### config.mk
export PLATFORM = sky130hd
export DESIGN_NAME = spi_slave_driver
export DESIGN_NICKNAME = d
export VERILOG_FILES = /design/src/rtl/spi_slave_driver_pkg.sv /design/src/rtl/spi_slave_driver_input_synchronizer.sv /design/src/rtl/spi_slave_driver.sv
export SDC_FILE = /design/constraint.sdc
export NUM_CORES = 1
export LEC_CHECK = 0
export CAP_MARGIN = 20
export CORE_MARGIN = 4
export CORE_UTILIZATION = 35
export CTS_CLUSTER_SIZE = 12
export DETAILED_ROUTE_END_ITERATION = 10
export PLACE_DENSITY = 0.56
export REMOVE_ABC_BUFFERS = 1
export SKIP_LAST_GASP = 1
export SYNTH_ARGS = -nofsm -noshare
export SYNTH_HDL_FRONTEND = slang
export SYNTH_SLANG_ARGS = --single-unit
### constraint.sdc
create_clock -name sys_clk -period 2.65 [get_ports sys_clk]
set_clock_uncertainty 0.2 [all_clocks]
set_input_delay 0.265 -clock sys_clk [delete_from_list [all_inputs] [get_ports sys_clk]]
set_output_delay 0.265 -clock sys_clk [all_outputs]
set_load 0.01 [all_outputs]
### src/rtl/spi_slave_driver_pkg.sv
// Shared SPI definitions: FSM state encoding and slave-select level helper,
// common to the master and slave drivers.
package spi_slave_driver_pkg;

   typedef enum logic [1:0] {
      STATE_IDLE  = 2'd0,
      STATE_LOAD  = 2'd1,
      STATE_SHIFT = 2'd2,
      STATE_RESET = 2'd3
   } spi_state_e;

   // Pin level of SS for a given logical assertion.
   function automatic logic ss_level(input logic asserted, input logic active_low);
      return asserted ^ active_low;
   endfunction

endpackage

### src/rtl/spi_slave_driver_input_synchronizer.sv
// Multi-stage synchronizer for an asynchronous pin, with optional registered
// rise/fall strobes taken against one further registered copy.
module spi_slave_driver_input_synchronizer #(
   parameter int unsigned STAGES      = 2,
   parameter logic        RESET_VAL   = 1'b0,
   parameter bit          EDGE_DETECT = 1'b1
) (
   input  logic sys_clk,
   input  logic rst,
   input  logic din,
   output logic dout,
   output logic rise,
   output logic fall
);

   logic [STAGES-1:0] sync_q, sync_d;
   logic              level;

   always_comb begin
      sync_d = STAGES'({sync_q, din});
   end

   always_ff @(posedge sys_clk) begin
      if (rst) sync_q <= {STAGES{RESET_VAL}};
      else     sync_q <= sync_d;
   end

   assign level = sync_q[STAGES-1];
   assign dout  = level;

   generate
      if (EDGE_DETECT) begin : g_edge
         logic last_q, last_d, rise_q, rise_d, fall_q, fall_d;

         always_comb begin
            last_d = level;
            rise_d = level & ~last_q;
            fall_d = ~level & last_q;
         end

         always_ff @(posedge sys_clk) begin
            if (rst) begin
               last_q <= RESET_VAL;
               rise_q <= 1'b0;
               fall_q <= 1'b0;
            end else begin
               last_q <= last_d;
               rise_q <= rise_d;
               fall_q <= fall_d;
            end
         end

         assign rise = rise_q;
         assign fall = fall_q;
      end else begin : g_no_edge
         assign rise = 1'b0;
         assign fall = 1'b0;
      end
   endgenerate

endmodule

### src/rtl/spi_slave_driver.sv
// SPI mode-0 slave PHY: oversamples SS/SCLK/MOSI on sys_clk, deserialises MOSI
// words and serialises MISO words, with back-to-back words under one SS.
module spi_slave_driver
   import spi_slave_driver_pkg::*;
#(
   parameter bit          SS_ACTIVE_LOW = 1'b1,
   parameter bit          LSB_FIRST     = 1'b0,
   parameter int unsigned NUM_DATA_BITS = 8
) (
   input  logic                     sys_clk,
   input  logic                     rst,
   output logic                     bus_active,
   output logic                     mosi_new_data,
   output logic [NUM_DATA_BITS-1:0] mosi_data,
   input  logic [NUM_DATA_BITS-1:0] miso_data,
   output logic                     miso_load,
   input  logic                     ss_in,
   input  logic                     sclk_in,
   input  logic                     mosi_in,
   output logic                     miso_out
);

   localparam int unsigned CNT_W       = $clog2(NUM_DATA_BITS + 1);
   localparam logic        SS_IDLE_LVL = ss_level(1'b0, SS_ACTIVE_LOW);

   logic ss_sync, ss_rise, ss_fall;
   logic sclk_level_unused, sclk_rise, sclk_fall;
   logic mosi_sync, mosi_rise_unused, mosi_fall_unused;

   spi_slave_driver_input_synchronizer #(.STAGES(2), .RESET_VAL(SS_IDLE_LVL), .EDGE_DETECT(1'b1)) u_ss_sync (
      .sys_clk(sys_clk), .rst(rst), .din(ss_in), .dout(ss_sync), .rise(ss_rise), .fall(ss_fall)
   );

   spi_slave_driver_input_synchronizer #(.STAGES(2), .RESET_VAL(1'b0), .EDGE_DETECT(1'b1)) u_sclk_sync (
      .sys_clk(sys_clk), .rst(rst), .din(sclk_in), .dout(sclk_level_unused), .rise(sclk_rise),
      .fall(sclk_fall)
   );

   spi_slave_driver_input_synchronizer #(.STAGES(2), .RESET_VAL(1'b0), .EDGE_DETECT(1'b0)) u_mosi_sync (
      .sys_clk(sys_clk), .rst(rst), .din(mosi_in), .dout(mosi_sync), .rise(mosi_rise_unused),
      .fall(mosi_fall_unused)
   );

   logic ss_active, ss_assert, ss_deassert;
   assign ss_active   = (ss_sync != SS_IDLE_LVL);
   assign ss_assert   = SS_ACTIVE_LOW ? ss_fall : ss_rise;
   assign ss_deassert = SS_ACTIVE_LOW ? ss_rise : ss_fall;

   function automatic logic first_bit(input logic [NUM_DATA_BITS-1:0] w);
      return LSB_FIRST ? w[0] : w[NUM_DATA_BITS-1];
   endfunction

   spi_state_e               state_q, state_d;
   logic [CNT_W-1:0]         bit_cnt_q, bit_cnt_d, cnt_inc;
   logic [NUM_DATA_BITS-1:0] rx_q, rx_d, rx_shift;
   logic [NUM_DATA_BITS-1:0] tx_q, tx_d, tx_shift;
   logic                     word_done_q, word_done_d;
   logic                     bus_active_q, bus_active_d;
   logic                     mosi_new_data_q, mosi_new_data_d;
   logic [NUM_DATA_BITS-1:0] mosi_data_q, mosi_data_d;
   logic                     miso_load_q, miso_load_d;
   logic                     miso_out_q, miso_out_d;

   always_comb begin
      state_d         = state_q;
      bit_cnt_d       = bit_cnt_q;
      rx_d            = rx_q;
      tx_d            = tx_q;
      word_done_d     = word_done_q;
      bus_active_d    = ss_active;
      mosi_new_data_d = 1'b0;
      mosi_data_d     = mosi_data_q;
      miso_load_d     = 1'b0;
      miso_out_d      = miso_out_q;

      rx_shift = LSB_FIRST ? NUM_DATA_BITS'({mosi_sync, rx_q} >> 1) : NUM_DATA_BITS'({rx_q, mosi_sync});
      tx_shift = LSB_FIRST ? (tx_q >> 1) : (tx_q << 1);
      cnt_inc  = bit_cnt_q + CNT_W'(1);

      // SS release outranks any coincident SCLK edge and drops a partial word.
      if (ss_deassert) begin
         state_d     = STATE_IDLE;
         miso_out_d  = 1'b0;
         bit_cnt_d   = '0;
         word_done_d = 1'b0;
      end else begin
         case (state_q)
            STATE_IDLE: begin
               miso_out_d  = 1'b0;
               bit_cnt_d   = '0;
               word_done_d = 1'b0;
               // First bit goes out with the load so MISO lands 4 cycles after SS assert.
               if (ss_assert) begin
                  tx_d        = miso_data;
                  miso_load_d = 1'b1;
                  miso_out_d  = first_bit(miso_data);
                  state_d     = STATE_LOAD;
               end
            end
            STATE_LOAD: begin
               miso_out_d = first_bit(tx_q);
               state_d    = STATE_SHIFT;
            end
            STATE_SHIFT: begin
               if (sclk_rise) begin
                  rx_d = rx_shift;
                  if (cnt_inc == CNT_W'(NUM_DATA_BITS)) begin
                     mosi_data_d     = rx_shift;
                     mosi_new_data_d = 1'b1;
                     bit_cnt_d       = '0;
                     word_done_d     = 1'b1;
                  end else begin
                     bit_cnt_d = cnt_inc;
                  end
               end else if (sclk_fall) begin
                  if (word_done_q) begin
                     tx_d        = miso_data;
                     miso_load_d = 1'b1;
                     miso_out_d  = first_bit(miso_data);
                     word_done_d = 1'b0;
                  end else begin
                     tx_d       = tx_shift;
                     miso_out_d = first_bit(tx_shift);
                  end
               end
            end
            default: state_d = STATE_IDLE;
         endcase
      end
   end

   always_ff @(posedge sys_clk) begin
      if (rst) begin
         state_q         <= STATE_IDLE;
         bit_cnt_q       <= '0;
         rx_q            <= '0;
         tx_q            <= '0;
         word_done_q     <= 1'b0;
         bus_active_q    <= 1'b0;
         mosi_new_data_q <= 1'b0;
         mosi_data_q     <= '0;
         miso_load_q     <= 1'b0;
         miso_out_q      <= 1'b0;
      end else begin
         state_q         <= state_d;
         bit_cnt_q       <= bit_cnt_d;
         rx_q            <= rx_d;
         tx_q            <= tx_d;
         word_done_q     <= word_done_d;
         bus_active_q    <= bus_active_d;
         mosi_new_data_q <= mosi_new_data_d;
         mosi_data_q     <= mosi_data_d;
         miso_load_q     <= miso_load_d;
         miso_out_q      <= miso_out_d;
      end
   end

   assign bus_active    = bus_active_q;
   assign mosi_new_data = mosi_new_data_q;
   assign mosi_data     = mosi_data_q;
   assign miso_load     = miso_load_q;
   assign miso_out      = miso_out_q;

endmodule

Yosys cells after proc, flatten, opt, wreduce, memory -nomap -nowiden

Cells that the tools add are included.

Flip-flop bits (word level): 46
Input bits: 13
Output and inout port bits: 12

Add/subtract/negate cells: 1
Eq/ne operators: 9
Multiplexer cells: 25
Bitwise gates (word level): 11
Reduce and logical (&&, ||, !) cells: 12

Operators by type and width:

| kind                  | count |
|---|---|
| $mux W8               | 4 |
| $pmux W8 S2           | 1 |
| $mux W1               | 12 |
| $reduce_and A3 Y1     | 3 |
| $mux W4               | 2 |
| $pmux W4 S2           | 1 |
| $not A1 Y1            | 7 |
| $ne A2 B1 Y1 const B  | 3 |
| $pmux W2 S3           | 1 |
| $reduce_and A5 Y1     | 1 |
| $add A4 B1 Y4 const B | 1 |
| $and A1 B1 Y1         | 4 |
| $eq A4 B4 Y1 const B  | 1 |
| $pmux W1 S2           | 2 |
| $reduce_and A2 Y1     | 2 |
| $reduce_and A4 Y1     | 1 |
| $reduce_or A4 Y1      | 1 |
| $ne A3 B1 Y1 const B  | 1 |
| $ne A3 B3 Y1 const B  | 1 |
| $pmux W1 S3           | 1 |
| $reduce_bool A3 Y1    | 1 |
| $eq A2 B1 Y1 const B  | 1 |
| $eq A2 B2 Y1 const B  | 1 |
| $logic_not A2 Y1      | 1 |
| other kinds (4)       | 4 |

Depth between registers and ports, before layout

Gate-level depths: netlist of run 1.

Depth in word-level cells: 5
Gate-level depth with buffers: 8

Cells and area by module

From an unflattened synthesis of run 1, not the netlist that was laid out.

Cells, all modules: 199
Area total of the unflattened synthesis: 1903.1 um2

By module, submodules not included:

| module                                                | instances | cells each | area each (um2) | seq. area each (um2) |
|---|---|---|---|---|
| spi_slave_driver                                      | 1         | 172        | 1564.0          | 680.7 |
| spi_slave_driver_input_synchronizer (u_sclk_sync ...) | 2         | 10         | 133.9           | 100.1 |
| spi_slave_driver_input_synchronizer (u_mosi_sync)     | 1         | 7          | 71.3            | 40.0 |

Worst setup path before layout of run 1

OpenSTA, ideal clock, no wires.

Path kind: register to register
Start: register state_q[0]
End: register tx_q[6]
Arrival: 1.728 ns
Slack: 0.642 ns
Cell stages (with the launch flop): 8
Cells stage by stage: dfxtp_1 > inv_1 > ha_1 > and2b_1 > a2111oi_4 > buf_6 > nor2_1 > a211oi_2

Cells in the longest elaborated chain, start to end: 3
Elaborated cells on any way between the ends: 8
Those cells by class: 4 x eq/ne; 1 x mux; 3 x reduce/logical

Ends and longest elaborated chain:

| element                                              | line                    | RTL |
|---|---|---|
| start, declared                                      | spi_slave_driver.sv:53  | `spi_state_e state_q, state_d;` |
| start signal, assigned                               | spi_slave_driver.sv:145 | `state_q <= state_d;` |
| $eq A2 B2 Y1 or $logic_not A2 Y1 (tied branches)     | spi_slave_driver.sv:87  | `case (state_q)` |
| $ne A2 B2 Y1 (no line), or another cell as far along | --                      |  |
| $reduce_and A5 Y1 (no line)                          | --                      |  |
| end signal, assigned                                 | spi_slave_driver.sv:148 | `tx_q <= tx_d;` |
| end, declared                                        | spi_slave_driver.sv:56  | `logic [NUM_DATA_BITS-1:0] tx_q, tx_d, tx_shift;` |

Parallel ways exist; a longest one is shown, timed or not.
A chain may end at the register's enable or synchronous reset.

Worst setup path after layout of run 1

Start: register state_q[0]
End: register mosi_data_q[5] (netlist: mosi_data[5])

Cells in the longest elaborated chain, start to end: 2

Ends and longest elaborated chain:

| element                     | line                    | RTL |
|---|---|---|
| $eq A2 B2 Y1                | spi_slave_driver.sv:87  |  |
| $reduce_and A4 Y1 (no line) | --                      |  |
| end signal, assigned        | spi_slave_driver.sv:152 | `mosi_data_q <= mosi_data_d;` |
| end, declared               | spi_slave_driver.sv:60  | `logic [NUM_DATA_BITS-1:0] mosi_data_q, mosi_data_d;` |

Every way passes these cells.

==> results.txt, run 1 <==
The flow ran to the end, and the final reports show no timing, DRC or antenna violations. The tools report the number of post-CTS setup repair buffers as 0. The proportion of synthesized flip-flops having asynchronous set or reset was 0%. Counting the fill cells in the layout gives 540. The number of enable-type register cells in the synthesized netlist is 0, and the number of design-rule violations left by the first detailed-router iteration is 70. The tools report the number of non-filler instances in the completed layout as 286.

The run gives 1207 as the number of global-route vias before repair. Number of endpoints with negative hold slack in the final report: 0. In the routed design, unresolved DRC markers number 0. The clock period could shrink to 2310 ps. STA classifies the critical path endpoint as a flop. In this run switching power makes up 22.8% of total power.

Once placement completed, the tool counted placed cells totaling 278. The share of cells above drive strength 1 is 8.80%. Leakage component of the power: 0.862 nW. Once the floorplan was initialized, standard cells occupied 36.2% of the core. Combinational cells account for 6.4% of the total power. The tools report the relative contribution of the clock network to total power as 34.0%. Number of distinct standard cells referenced by the synthesized netlist: 33. After Yosys synthesis, and, or, nand and nor cells account for 18.5% of the synthesized area. Dividing the detail-routed via count by the number of cells gives 4.64. At the worst endpoint, the arrival time is 2290 ps.

The clock network latency to the later pin of the worst-skew pair is 290 ps, and the largest fanout of any net on the critical path is 14. During placement, the flow inserted port buffers numbering 24. TritonCTS created 5 clock buffers.

After routing, the total negative slack on setup checks comes to 0 ps. The synthesized netlist devotes 14.8% of its cell area to compound gates. Summing over every cut layer, the via total after detailed routing is 1328.

met2 is the most crowded layer. STA classifies the critical path startpoint as a flop. The tools report the post-detailed-routing wire length as 3.21 mm. The Yosys warning count came out at 0.

The layout overhead on the synthesized area is 19.9%, and the met1 routing resource usage after global routing is 15.6%. In this run the mean area of a mapped cell was 9.58 µm². Dividing total power by cell area gives a power density of 541 mW/mm². For the worst setup path, the data required time is 2630 ps. After clock tree synthesis, the clock-pin slew on the worst setup and hold paths is 80 ps. Counting every sink on the clock net gives 46. The first-pass GRT wire length is 5.63 mm, and the routed wirelength normalized by instance count is 11.2 µm. Counting along the longest clock path gives a buffer depth of 2. Number of instances in the synthesized netlist: 194. The total standard cell area after synthesis is 0.00186 mm². The number of levels the H-tree was split into was 2; the die outline height was 80.9 µm. Global routing consumed, on the met3 layer, 3.33% of the routing resources.

The logs give 275 µW for the switching component of the power and 11.1% for the overall global routing resource usage. The max-slew headroom at the worst pin is 66.9%, and the fraction of the yosys area taken by sequential cells is 49.5%. Setup repair after global routing left no endpoint under its margin. The die width is 80.9 µm, and the site row count is 26.

For met2 alone, demand over resource in global routing was 15.8%. The number of antenna repair diodes is 0, and the number of routed nets with antenna violations is 0. Global routing finished with a remaining overflow of 0. The tools report the total of hold buffers inserted after clock tree synthesis as 0.

The tools report the maximum vdd drop as 205 µV. TritonCTS built the clock tree. Routability-driven placement finished with a final weighted congestion of 0.728. The flip-flop and latch count after synthesis works out to 46. The achievable frequency is 0.433 GHz, and the final worst-path cycle share is 87.2%. The synthesized netlist devotes 0% of its cell area to XOR and XNOR gates. By area, the combinational part of the netlist is dominated by simple AND/OR/NAND/NOR gates. The category of the most critical setup path is reg2reg. The tightest min-delay check is of the reg2reg type.

Max-cap violations in this run came to 0. In the synthesized netlist, mux cells make up 8.61% of the area. The final number of max-transition violations was 0.

Sequential cells burn 59.6% of the power. Summing the areas of all fa, ha and maj instances in the mapped netlist gives 4.04% of the synthesized area. After the last flow step, the layout net total stands at 235.

Number of antenna violations at the first check in global routing: 0. Cell at the root of the clock tree: sky130_fd_sc_hd__clkbuf_8. On the worst path, the slowest cell contributes a delay of 450 ps. The full die area was 0.00654 mm²; the internal cell power was 929 µW. After legalization and detailed placement, the total HPWL measured 2.22 mm. Entering global routing, the biggest net connects 35 pins. The most instantiated flip-flop cell in the synthesis netlist is sky130_fd_sc_hd__dfxtp_1.

The slew of the pin with the lowest slew margin came out at 497 ps. Walking the worst path, the cells encountered are inv_1 > ha_1 > and3b_1 > o211ai_1 > buf_4 > mux2i_1 > nor2_1. The run gives 0 as the post-cts resize count.

For the core region area, the log shows 0.00514 mm². For this design, the slowest cell found on the critical path is sky130_fd_sc_hd__ha_1. The I/O pin count was 25. For this run, the detailed router's first-pass iteration total came to 4. For the setup violation total in the final timing report, the log shows 0.
==> metrics by stage <==
stage	power (mW)	area [µm²]	util (%)	hold WS, ps	worst slack (ps)
finish	1.20	2230	43.4	203	338
global route	1.26	2230	43.4	213	145
CTS	1.22	2220	43.2	205	198
detailed placement	0.812	2140	41.6	192	203
global placement	0.812	2140	41.6	192	276
floorplan	0.773	1790	-	130	529
==> cell type report <==
cell class | instances | area, µm² | share of cell area, %
flip-flops and latches | 46 | 921 | 41.3
multi-input cells | 131 | 855 | 38.3
repair buffers | 27 | 263 | 11.8
well taps | 70 | 87.6 | 3.93
clock buffers | 5 | 68.8 | 3.09
inverters | 5 | 18.8 | 0.842
clock inverters | 2 | 15.0 | 0.674
==> flip-flops by register name (all words and copies together) (netlist names), 2 cells and up <==
register / cells
mosi_data: 8
u_ss_sync.sync_q: 2
u_sclk_sync.sync_q: 2
u_mosi_sync.sync_q: 2
rx_q: 7
bit_cnt_q: 4
state_q: 2
tx_q: 8
==> worst max-delay path, delay by kind of cell (launching register included) <==
family / cells / cell delay [ps]
buffers and inverters: 2 / 330
multiplexers: 1 / 150
AO/OA/AOI/OAI: 1 / 260
AND/OR/NAND/NOR: 2 / 450
adder cells (fa/ha/maj): 1 / 450
flip-flops: 1 / 360
==> cells in the mapped netlist (all sizes together) (2+ instances only) <==
cell    number  share of area, %
and3b        2              0.94
a31oi        2              0.67
nand2b       3               1.4
nand3        4               1.1
nand2       20               4.0
and2         2              0.67
nor2        22               4.4
o21ai        4               1.1
o211ai       2              0.81
a21oi       15               4.0
or2          4               1.3
ha           6               4.0
dfxtp       46                50
buf          6               2.3
nor2b        6               2.0
a211oi       7               3.4
mux2i       16               8.6
nor3b        2              0.81
clkbuf       6               1.2
nor3         5               1.3
inv          5               1.0
==> logic make-up after synthesis <==
logic type | after synthesis
adders and majority gates | 6
AOI/OAI and AO/OA | 38
and+or+nand+nor | 71
buffers and inverters | 17
muxes | 16
DFF | 46
==> placed cells by master, fill, tap and decap left out, types with 3 or more instances in the layout <==
cell type,instances
sky130_fd_sc_hd__nand3_1,4
sky130_fd_sc_hd__nor3_1,5
sky130_fd_sc_hd__nand2_1,20
sky130_fd_sc_hd__a21oi_1,15
sky130_fd_sc_hd__dfxtp_1,46
sky130_fd_sc_hd__inv_1,5
sky130_fd_sc_hd__nor2b_1,6
sky130_fd_sc_hd__clkbuf_8,5
sky130_fd_sc_hd__o21ai_0,4
sky130_fd_sc_hd__clkdlybuf4s50_1,24
sky130_fd_sc_hd__ha_1,6
sky130_fd_sc_hd__or2_2,4
sky130_fd_sc_hd__mux2i_1,16
sky130_fd_sc_hd__buf_4,3
sky130_fd_sc_hd__nor2_1,22
sky130_fd_sc_hd__a211oi_1,5
==> power by group through the flow <==
stage | Combinational [mW] | Sequential [mW] | Clock (mW)
finish | 0.0773 | 0.717 | 0.410
global route | 0.0864 | 0.720 | 0.453
CTS | 0.0782 | 0.718 | 0.426
detailed placement | 0.0780 | 0.734 | 0
global placement | 0.0786 | 0.734 | 0
floorplan | 0.0406 | 0.732 | 0
==> worst paths after layout <==
kind	from	end	slack, ps	cells past startpoint
hold / removal	u_sclk_sync.g_edge.last_q	u_sclk_sync.rise	200	1
setup reg to reg	state_q[0]	mosi_data[5]	340	7
hold reg to reg	u_sclk_sync.g_edge.last_q	u_sclk_sync.rise	200	1
setup / recovery	state_q[0]	mosi_data[5]	340	7
==> layer usage <==
metal	vias to the layer above	share of wire, %	routed length (µm)
met5	-	0	0
met4	0	1.7	55
met3	5	3.2	103
met2	21	44	1420
met1	592	51	1630
li1	710	-	-
No activity file was read; power rests on OpenSTA's default activity.
==> inputs of run 2 (changes only) <==
--- a/config.mk
+++ b/config.mk
@@ -5,6 +5,7 @@
 export SDC_FILE = /design/constraint.sdc
 export NUM_CORES = 1
 export LEC_CHECK = 0
+export ABC_AREA = 0
 export CAP_MARGIN = 20
 export CORE_MARGIN = 4
 export CORE_UTILIZATION = 35
==> constraint.sdc (replaced) <==
create_clock -name sys_clk -period 2.65 [get_ports sys_clk]
set_clock_uncertainty 0.2 [all_clocks]
set_input_delay 0.795 -clock sys_clk [delete_from_list [all_inputs] [get_ports sys_clk]]
set_output_delay 0.795 -clock sys_clk [all_outputs]
set_load 0.01 [all_outputs]
==> run 2 against run 1 <==
Compared with the run above: critical path depth unchanged; cell area is 0.84% higher; flip-flop and latch count unchanged; critical endpoint is now tx_q[5]; highest routed layer unchanged.
==> results.txt, run 2 (synthesized netlist as in run 1, its figures left out) <==
The logs give 66.0% (-0.88 points) for the max-slew headroom at the worst pin and 46 (unchanged) for the CTS sink count. The core region area was 0.00514 mm² (unchanged); the arrival time at the worst endpoint was 2180 ps (-110 ps). The worst register-to-register path ends at tx_q[5]. The number of endpoints with negative hold slack in the final report is 0 (unchanged), and the power density over the cells is 549 mW/mm² (+1.5%). The die outline height was 80.9 µm (unchanged). The logs give 855 µm² (unchanged) for the area of combinational cells with multiple inputs and 0.00225 mm² (+0.84%) for the finished layout cell area. The buffering stage count on the worst path with inverters included is 2 (unchanged). The logs give 4 (unchanged) for the number of search-and-repair iterations in the first detailed-routing pass and 921 µm² (unchanged) for the area used by sequential logic in the layout. The leakage component of the power was 0.879 nW (+1.9%). The leading cell type in the layout, fill and taps excluded is sky130_fd_sc_hd__dfxtp_1. The depth of the worst register-to-register path works out to 7 (unchanged).

The worst hold path stage count was 1 (unchanged); the largest net degree at the start of global routing was 35 (unchanged). Total of hold buffers inserted after clock tree synthesis: 0 (unchanged). CTS placed an instance of sky130_fd_sc_hd__clkbuf_8 at the clock tree root. The number of levels the H-tree was split into was 2 (unchanged). The startpoint of the worst hold path was u_sclk_sync.g_edge.last_q. The number of global-route vias before repair is 1289 (+6.8%). The top cell types in the final layout, fill and taps aside, are sky130_fd_sc_hd__dfxtp_1, sky130_fd_sc_hd__clkdlybuf4s50_1, sky130_fd_sc_hd__nor2_1, sky130_fd_sc_hd__nand2_1, sky130_fd_sc_hd__mux2i_1. The die width was 80.9 µm (unchanged).

The setup violation total in the final timing report was 0 (unchanged). Site row count: 26 (unchanged). The category of the most critical setup path is reg2reg. The startpoint identified for the worst register-to-register timing path is state_q[0].

The final worst-path cycle share was 82.1% (-5.1 points); the fill cell instance count of the final layout was 544 (+0.74%). The final number of max-transition violations came out at 0 (unchanged). The tools report the HPWL after detailed placement as 2.26 mm (+1.5%). The run gives 0 (unchanged) as the post-cts resize count. Initial core utilization: 36.2% (unchanged). The run gives 11.2% (+0.14 points) as the overall global routing resource usage. The quantity of I/O buffers inserted on ports was 24 (unchanged); the required arrival time at the worst endpoint was 2660 ps (+30 ps).

The share of cells above drive strength 1 works out to 9.63% (+0.84 points). The logs give 0.00215 mm² (+0.70%) for the post-detailed-placement cell area and 87 (+24%) for the number of design-rule violations left by the first detailed-router iteration. The clock tree buffer depth came out at 2 (unchanged). Routability congestion estimate from global placement: 0.760 (+4.3%). Setup repair after global routing left no endpoint under its margin.

The largest fanout of any net on the critical path is 16 (+2), and the via total after detailed routing is 1357 (+2.2%). The tools report the final sum of negative setup slack as 0 ps (unchanged). The flow ran to the end, and the final reports show no timing, DRC or antenna violations.

The path with the worst hold slack has its endpoint at u_sclk_sync.rise. Setup slack of the worst register-to-register path: 470 ps (+140 ps). From synthesis to final layout, the design area changed by 20.9%.

The tools report the full die area as 0.00654 mm² (unchanged). The final core utilization came out at 43.7% (+0.37 points). The placement-stage worst setup slack was 285 ps (+82.5 ps); the maximum vdd drop was 251 µV (+22%). Cell type of the slowest stage on the worst timing path: sky130_fd_sc_hd__ha_1.

The routed wirelength normalized by instance count is 11.4 µm (+1.3%). The worst setup path is captured at a flop. The post-layout minimum cycle time came out at 2180 ps (-136 ps).

The total CTS buffers is 5 (unchanged). The remaining design rule violation count is 0 (unchanged). The logs give 0 (unchanged) for the global-route congestion overflow total and 474 ps (+136 ps) for the post-route worst setup slack. The I/O pin count was 25 (unchanged). TritonCTS built the clock tree. The post-layout net count is 236 (+0.43%), and the number of routed nets with antenna violations is 0 (unchanged).

The most numerous cell type found on the critical path is sky130_fd_sc_hd__nor2_1. The run gives 0.460 GHz (+6.3%) as the achievable frequency. The slew of the pin with the lowest slew margin was 510 ps (+13.1 ps). The clock input transition at the sequential cells of the worst setup and hold paths was 90 ps (about the same); the post-detailed-routing wire length was 3.27 mm (+2.0%).

The tools report the number of post-CTS setup repair buffers as 0 (unchanged). Traced cell by cell, the critical path runs through inv_1 > ha_1 > nor2_1 > a2111oi_4 > buf_4 > nor2_1 > a211oi_1. For the number of antenna repair diodes, the log shows 0 (unchanged). The tools report the startpoint type of the worst setup path as a flop.

For the number of antenna violations at the first check in global routing, the log shows 0 (unchanged). The via-per-instance ratio came out at 4.71 (+1.5%). The tools report the max-cap check violation count as 0 (unchanged). The clock network latency to the later pin of the worst-skew pair is 290 ps (about the same). For the first-pass GRT wire length, the log shows 5.75 mm (+2.2%). The critical path's largest stage delay works out to 480 ps (+30 ps). The path type of the worst min-delay path is reg2reg.

The kind of cell with the highest combined delay along the critical path is adder cells.
## run 2: cell count changes in the layout (fill, tap and decap cells not counted), sizes merged
cell	before	now
clkbuf	5	6
clkinv	0	1
buf	3	4
clkinvlp	2	1
## run 2: power breakdown
group,internal [mW],switching (mW)
registers,0.708,0.00985
clock network,0.210,0.228
logic,0.0415,0.0357
## run 2: cell type report
cell class                      instances  share of cell area, %
Tap cell                               70                   3.90
Timing Repair Buffer                   28                   12.0
Inverter                                5                  0.835
Clock inverter                          2                  0.557
Clock buffer                            6                   3.67
Sequential cell                        46                   41.0
Multi-Input combinational cell        131                   38.0
## run 2: worst reg2reg max path: stages (launching register included)
cell	delay, ps
sky130_fd_sc_hd__dfxtp_1	370
sky130_fd_sc_hd__inv_1	100
sky130_fd_sc_hd__ha_1	480
sky130_fd_sc_hd__nor2_1	210
sky130_fd_sc_hd__a2111oi_4	220
sky130_fd_sc_hd__buf_4	260
sky130_fd_sc_hd__nor2_1	60
sky130_fd_sc_hd__a211oi_1	200
## run 2: how the worst max path moves through the flow
stage | start | to | cells after the start
after CTS | state_q[0] | tx_q[5] | 7
after global placement | rst | bit_cnt_q[3] | 5
after global routing | state_q[0] | tx_q[3] | 7
final | state_q[0] | tx_q[5] | 7
after detailed placement | rst | bit_cnt_q[3] | 5
after floorplan | state_q[0] | tx_q[6] | 6
## run 2: per-layer routing
layer / GRT usage, % / up-vias / wire length (µm)
li1: - / 714 / -
met1: 14.3 / 628 / 1640
met2: 17.9 / 13 / 1520
met3: 3.33 / 2 / 84
met4: 4.05 / 0 / 26
met5: 0 / - / 0
## run 2: per-stage QoR
stage	power, mW	instances	hold slack (ps)
floorplan	0.773	182	183
global placement	0.812	280	191
detailed placement	0.813	280	199
CTS	1.26	288	205
global route	1.30	288	228
finish	1.23	288	202
